### config.mk
export PLATFORM = sky130hd
export DESIGN_NAME = hazard_scoreboard_flat
export DESIGN_NICKNAME = d
export VERILOG_FILES = /design/src/rtl/hazard_scoreboard_if.sv /design/src/rtl/hazard_scoreboard.sv /design/src/flat_wrapper.sv
export SDC_FILE = /design/constraint.sdc
export NUM_CORES = 1
export LEC_CHECK = 0
export ABC_AREA = 1
export BUFFER_PORTS_ARGS = -buffer_cell sky130_fd_sc_hd__buf_2
export CAP_MARGIN = 20
export CORE_ASPECT_RATIO = 1.1
export CORE_MARGIN = 2
export CORE_UTILIZATION = 55
export CTS_CLUSTER_SIZE = 28
export DETAILED_ROUTE_END_ITERATION = 10
export GPL_TIMING_DRIVEN = 0
export PLACE_DENSITY_LB_ADDON = 0.15
export SLEW_MARGIN = 20
export SYNTH_ARGS = -nofsm -noshare
export SYNTH_HDL_FRONTEND = slang
export SYNTH_SLANG_ARGS = --single-unit
### constraint.sdc
create_clock -name clk -period 2.4 [get_ports clk]
set_input_delay 0.36 -clock clk [delete_from_list [all_inputs] [get_ports clk]]
set_output_delay 0.36 -clock clk [all_outputs]
set_load 0.05 [all_outputs]
### src/rtl/hazard_scoreboard_if.sv
// Decode-slot hazard interface: decode fields and pipeline events in, stall/flush/issue and status out.
// No latency of its own; bundles signals between pipeline control and the scoreboard.
// Backpressure is Stall/Flush toward the pipeline; MEM_Busy freezes the scoreboard side.
interface hazard_scoreboard_if;
    logic        ID_Valid;
    logic [2:0]  ID_Rs;
    logic [2:0]  ID_Rd;
    logic        ID_UsesRs;
    logic        ID_UsesRd;
    logic        ID_RegWrite;
    logic        ID_IsLoad;
    logic        Branch_Taken;
    logic        MEM_Busy;
    logic        Stall;
    logic        Flush;
    logic        Issue;
    logic [1:0]  State;
    logic [15:0] Stall_Count;
    logic [15:0] Flush_Count;

    // Pipeline side: presents the decode slot and events, consumes the control decisions.
    modport master (
        output ID_Valid, ID_Rs, ID_Rd, ID_UsesRs, ID_UsesRd, ID_RegWrite, ID_IsLoad,
        output Branch_Taken, MEM_Busy,
        input  Stall, Flush, Issue, State, Stall_Count, Flush_Count
    );

    // Scoreboard side.
    modport slave (
        input  ID_Valid, ID_Rs, ID_Rd, ID_UsesRs, ID_UsesRd, ID_RegWrite, ID_IsLoad,
        input  Branch_Taken, MEM_Busy,
        output Stall, Flush, Issue, State, Stall_Count, Flush_Count
    );
endinterface

### src/rtl/hazard_scoreboard.sv
// Load-use hazard scoreboard with branch flush FSM and saturating stall/flush event counters.
// Stall/Flush/Issue are combinational from registered state; State and counters update one cycle later.
// MEM_Busy freezes every register and forces Stall; a taken branch overrides any hazard stall.
module hazard_scoreboard #(
    parameter int LOAD_BUBBLES = 1,
    parameter int FLUSH_CYCLES = 1
) (
    input  logic               clk,
    input  logic               rst_n,
    hazard_scoreboard_if.slave hz
);

    typedef enum logic [1:0] {
        ST_RUN   = 2'd0,
        ST_STALL = 2'd1,
        ST_FLUSH = 2'd2
    } state_t;

    localparam logic [1:0]  LB_INIT = 2'(LOAD_BUBBLES);
    localparam logic [1:0]  FC_INIT = 2'(FLUSH_CYCLES);
    localparam logic [15:0] CNT_MAX = 16'hFFFF;

    state_t            state_q, state_d;
    logic [1:0]        flush_cnt_q, flush_cnt_d;
    logic [7:1][1:0]   pend_q, pend_d;
    logic [15:0]       stall_count_q, stall_count_d;
    logic [15:0]       flush_count_q, flush_count_d;

    // r0 is hardwired as never pending, so it can never cause a hazard.
    logic [7:0][1:0]   pend_rd;
    logic              hazard;
    logic              squash;
    logic              stall;
    logic              flush;
    logic              issue;
    logic              stall_ev;

    assign pend_rd  = {pend_q, 2'b00};
    assign hazard   = hz.ID_Valid & ((hz.ID_UsesRs & (pend_rd[hz.ID_Rs] != 2'd0)) |
                                     (hz.ID_UsesRd & (pend_rd[hz.ID_Rd] != 2'd0)));
    assign squash   = hz.Branch_Taken | (state_q == ST_FLUSH);
    assign flush    = squash & ~hz.MEM_Busy;
    assign stall    = hz.MEM_Busy | (hazard & ~squash);
    assign issue    = hz.ID_Valid & ~stall & ~squash;
    assign stall_ev = hazard & ~squash & ~hz.MEM_Busy;

    assign hz.Stall       = stall;
    assign hz.Flush       = flush;
    assign hz.Issue       = issue;
    assign hz.State       = state_q;
    assign hz.Stall_Count = stall_count_q;
    assign hz.Flush_Count = flush_count_q;

    // Scoreboard: an issuing writer sets its destination's bubble count, everything else drains toward zero.
    always_comb begin
        pend_d = pend_q;
        if (!hz.MEM_Busy) begin
            for (int r = 1; r <= 7; r++) begin
                if (issue && hz.ID_RegWrite && (hz.ID_Rd == r[2:0])) begin
                    // A newer ALU write clears an older load's pending bubbles (WAW).
                    pend_d[r] = hz.ID_IsLoad ? LB_INIT : 2'd0;
                end else if (pend_q[r] != 2'd0) begin
                    pend_d[r] = pend_q[r] - 2'd1;
                end
            end
        end
    end

    // Control FSM next state: a taken branch always wins and (re)arms the flush window.
    always_comb begin
        state_d     = state_q;
        flush_cnt_d = flush_cnt_q;
        if (!hz.MEM_Busy) begin
            if (hz.Branch_Taken) begin
                state_d     = ST_FLUSH;
                flush_cnt_d = FC_INIT;
            end else begin
                case (state_q)
                    ST_RUN: begin
                        if (hazard) state_d = ST_STALL;
                    end
                    ST_STALL: begin
                        if (!hazard) state_d = ST_RUN;
                    end
                    ST_FLUSH: begin
                        if (flush_cnt_q <= 2'd1) begin
                            state_d     = ST_RUN;
                            flush_cnt_d = 2'd0;
                        end else begin
                            flush_cnt_d = flush_cnt_q - 2'd1;
                        end
                    end
                    default: begin
                        state_d     = ST_RUN;
                        flush_cnt_d = 2'd0;
                    end
                endcase
            end
        end
    end

    // Event counters saturate instead of wrapping; a frozen pipeline records no events.
    always_comb begin
        stall_count_d = stall_count_q;
        flush_count_d = flush_count_q;
        if (stall_ev && (stall_count_q != CNT_MAX)) stall_count_d = stall_count_q + 16'd1;
        if (flush && (flush_count_q != CNT_MAX))    flush_count_d = flush_count_q + 16'd1;
    end

    // State registers; reset discards all pending hazards and any flush in progress.
    always_ff @(posedge clk or negedge rst_n) begin
        if (!rst_n) begin
            state_q       <= ST_RUN;
            flush_cnt_q   <= 2'd0;
            pend_q        <= '0;
            stall_count_q <= 16'd0;
            flush_count_q <= 16'd0;
        end else begin
            state_q       <= state_d;
            flush_cnt_q   <= flush_cnt_d;
            pend_q        <= pend_d;
            stall_count_q <= stall_count_d;
            flush_count_q <= flush_count_d;
        end
    end

endmodule

### src/flat_wrapper.sv
// flat-port wrapper written by rule: the top's interface ports become plain ports
module hazard_scoreboard_flat 
#(
    parameter int LOAD_BUBBLES = 1,
    parameter int FLUSH_CYCLES = 1
)
  (clk, rst_n, hz_ID_Valid, hz_ID_Rs, hz_ID_Rd, hz_ID_UsesRs, hz_ID_UsesRd, hz_ID_RegWrite, hz_ID_IsLoad, hz_Branch_Taken, hz_MEM_Busy, hz_Stall, hz_Flush, hz_Issue, hz_State, hz_Stall_Count, hz_Flush_Count);
  hazard_scoreboard_if hz_i ();
  input  logic clk;
  input  logic rst_n;
  input wire logic [$bits(hz_i.ID_Valid)-1:0] hz_ID_Valid;
  input wire logic [$bits(hz_i.ID_Rs)-1:0] hz_ID_Rs;
  input wire logic [$bits(hz_i.ID_Rd)-1:0] hz_ID_Rd;
  input wire logic [$bits(hz_i.ID_UsesRs)-1:0] hz_ID_UsesRs;
  input wire logic [$bits(hz_i.ID_UsesRd)-1:0] hz_ID_UsesRd;
  input wire logic [$bits(hz_i.ID_RegWrite)-1:0] hz_ID_RegWrite;
  input wire logic [$bits(hz_i.ID_IsLoad)-1:0] hz_ID_IsLoad;
  input wire logic [$bits(hz_i.Branch_Taken)-1:0] hz_Branch_Taken;
  input wire logic [$bits(hz_i.MEM_Busy)-1:0] hz_MEM_Busy;
  output wire logic [$bits(hz_i.Stall)-1:0] hz_Stall;
  output wire logic [$bits(hz_i.Flush)-1:0] hz_Flush;
  output wire logic [$bits(hz_i.Issue)-1:0] hz_Issue;
  output wire logic [$bits(hz_i.State)-1:0] hz_State;
  output wire logic [$bits(hz_i.Stall_Count)-1:0] hz_Stall_Count;
  output wire logic [$bits(hz_i.Flush_Count)-1:0] hz_Flush_Count;
  assign hz_i.ID_Valid = hz_ID_Valid;
  assign hz_i.ID_Rs = hz_ID_Rs;
  assign hz_i.ID_Rd = hz_ID_Rd;
  assign hz_i.ID_UsesRs = hz_ID_UsesRs;
  assign hz_i.ID_UsesRd = hz_ID_UsesRd;
  assign hz_i.ID_RegWrite = hz_ID_RegWrite;
  assign hz_i.ID_IsLoad = hz_ID_IsLoad;
  assign hz_i.Branch_Taken = hz_Branch_Taken;
  assign hz_i.MEM_Busy = hz_MEM_Busy;
  assign hz_Stall = hz_i.Stall;
  assign hz_Flush = hz_i.Flush;
  assign hz_Issue = hz_i.Issue;
  assign hz_State = hz_i.State;
  assign hz_Stall_Count = hz_i.Stall_Count;
  assign hz_Flush_Count = hz_i.Flush_Count;
  hazard_scoreboard #(.LOAD_BUBBLES(LOAD_BUBBLES), .FLUSH_CYCLES(FLUSH_CYCLES)) u_core (.clk(clk), .rst_n(rst_n), .hz(hz_i));
endmodule
==> results.ini <==
[drt]
drt_pass1_iterations=4
vias_per_cell=4.93
routed_wl_mm=6.28
wl_per_cell_um=11.6
drtIter0Drc=128
vias=2672
drt.antenna.violating_nets=0
drc_errors=0

[grt]
antenna_found_initial=0
grt.total_usage_pct=22.0
overflow=0
grt_pass1_vias=2432
grt_max_degree=51
grt_first_pass_wirelength_mm=10.5

[cells_and_area]
finalNetCount=490
final_cell_mix=128 x nand2_1, 53 x buf_2, 50 x dfrtp_1
postLayoutCellArea_um2=3510
syn2layout_area_growth_pct=15.1
diodes=0
layout_commonest_cell=nand2_1
post_route_cells_drive_above_1_share_pct=19.9

[placed_design]
io_buffers=51
dpl.hpwl_mm=4.81
post_dp_cell_area_um2=3400
routabilityCongestion=0.896

[synth]
ys_types=27
syn_avg_cell_area_um2=7.48
synthCells=408
seq_area_frac_synth_pct=41.0
ys_ff_latch=50
synthesis.nets=432
synthesis.area_um2=3050
ys_warn_count=0

[clock_network]
cts_made_buffers=5
clock-root-buffer=clkbuf_8
hold_buffers=0
cts_tree=built
ctsResizeCount=0
clk_pin_slew_ns=0.09
clk_path_buf_depth=2
clock_latency_ns=0.30
clock-sinks=50
htree_levels=2
post_cts_buffers=0

[power_and_ir_drop]
leakage_uw=0.00185
p_per_area_nw_per_um2=995
vdd_drop_max_v=0.000492

[timing]
fmax_mhz=458
tightestPinTransition_ns=0.632
tns_ns=0
grt_setup_unrepaired=false
timing.final.crit_share_pct=90.9
max_slew_margin_pct=57.9
min_period_ns=2.18
final.setup_skew_ns=0.00811
setup_viol=0
slew_violations=0
hold_viol=0

[floorplan]
core_area_um2=5360
die_h_um=82.1
io_pins=52
rows=28
die_area_um2=6160
die_width_um=75.0
start_util_pct=57.0

[setup_path]
path_cells=inv_1 > nand2_1 > nor2_1 > o21ai_0 > nand3_1 > nand2_1 > nand2_2 > o21ai_1 > buf_2
critPathSlowestCell=dfrtp_1
crit_fanout=4
cp_common_cell=nand2_1
end_kind=output pin
r2r-end=u_core.hz.Flush_Count[15]$_DFFE_PN0P_
r2r_slack_ns=0.45
path_class=register to output pin
reg2regPathDepth=10
reg2reg_from=u_core.hz.Flush_Count[0]$_DFFE_PN0P_
critPathArrivalTime_ns=1.82
start_kind=register
max_stage_delay_ns=0.36
crit_required_ns=2.04
critPathTopFamily=simple AND/OR/NAND/NOR gates
cp_num_buf_inv=2

[run_status]
status=complete, no violations

[worst_hold_path]
hold_class=input pin to async pin

[flow_run]
drv_cap=0

## worst max-delay path by stage
stage | from | endpoint | slack [ns] | cells after the start
global route | u_core.pend_q[6]$_DFFE_PN0P_ | hz_Stall | 0.004 | 9
finish | u_core.pend_q[6]$_DFFE_PN0P_ | hz_Stall | 0.22 | 9
floorplan | u_core.hz.State[1]$_DFFE_PN0P_ | u_core.hz.Flush_Count[15]$_DFFE_PN0P_ | 0.17 | 10
detailed placement | hz_ID_Rd[1] | u_core.pend_q[11]$_DFFE_PN0P_ | 0.43 | 16
global placement | hz_ID_Rd[1] | hz_Stall | 0.47 | 12
CTS | u_core.pend_q[6]$_DFFE_PN0P_ | hz_Stall | 0.18 | 9
## metrics by stage
step | hold WS (ns) | power (µW) | util, % | cells | setup WS [ns]
after CTS | 0.0926 | 3530 | 65.5 | 542 | 0.183
after detailed placement | 0.426 | 2930 | 63.5 | 534 | 0.432
after floorplan | 0.0644 | 2550 | - | 408 | 0.171
after global placement | 0.464 | 2870 | 63.5 | 534 | 0.465
after global routing | 0.131 | 3810 | 65.5 | 542 | 0.00433
final | 0.0608 | 3500 | 65.5 | 542 | 0.217
## area by class of cell
cell class | count | area (µm²)
fillers | 508 | 1850
multi-input cells | 303 | 1580
flip-flops and latches | 50 | 1250
repair buffers | 51 | 258
inverters | 50 | 188
well taps | 75 | 93.8
clock buffers | 5 | 68.8
clock inverters | 3 | 40.0
plain buffers | 5 | 37.5
## cells by family (layout without fill, tap and decap cells)
family	count (synthesis)	after routing	synth area share, %
AOI/OAI and AO/OA	32	32	6.27
DFF	50	50	41.0
adders and majority gates	9	9	3.69
muxes	1	1	0.369
and+or+nand+nor	231	231	32.5
xor gates and xnor gates	30	30	8.85
buffers and inverters	55	114	7.38
## per-layer routing
layer / vias up / global-route usage [%] / routed length, µm
met5: - / 0 / 0
met4: 0 / 5.54 / 45
met3: 4 / 3.40 / 218
met2: 51 / 38.3 / 3090
met1: 1218 / 28.5 / 2930
li1: 1399 / - / -
## where the power goes
part / leakage, µW / internal (µW) / total, µW / switching, µW
Sequential: 0.000624 / 1080 / 1300 / 220
Clock: 0.0000579 / 307 / 589 / 282
Combinational: 0.00117 / 511 / 1610 / 1090
## registers in the layout (all words and copies together) (netlist names)
name                   cells
u_core.flush_cnt_q         2
u_core.hz.Flush_Count     16
u_core.hz.Stall_Count     16
u_core.hz.State            2
u_core.pend_q             14
## Yosys cell counts
master    number  area share, %
buf_2          3           0.49
ha_1           9            3.7
nor2_4         1           0.37
nand2_2       10            2.0
a31o_2         1           0.29
xor2_1        19            5.5
clkinv_1       1           0.12
o41ai_1        1           0.29
a21oi_2        6            1.7
nor4_1         2           0.41
inv_1         46            5.7
buf_6          2           0.74
a21oi_1       12            2.0
nor3_1        10            1.6
xnor2_1       10            2.9
xnor2_2        1           0.53
a31oi_1        1           0.21
nand3_1       26            4.3
mux2_2         1           0.37
dfrtp_1       50             41
nand2_1      128             16
inv_2          3           0.37
nor2_1        38            4.7
nand3b_1       1           0.25
nand4_1        9            1.8
o21ai_0       11            1.8
nor2_2         6            1.2
(Power assumes the default switching activity.)
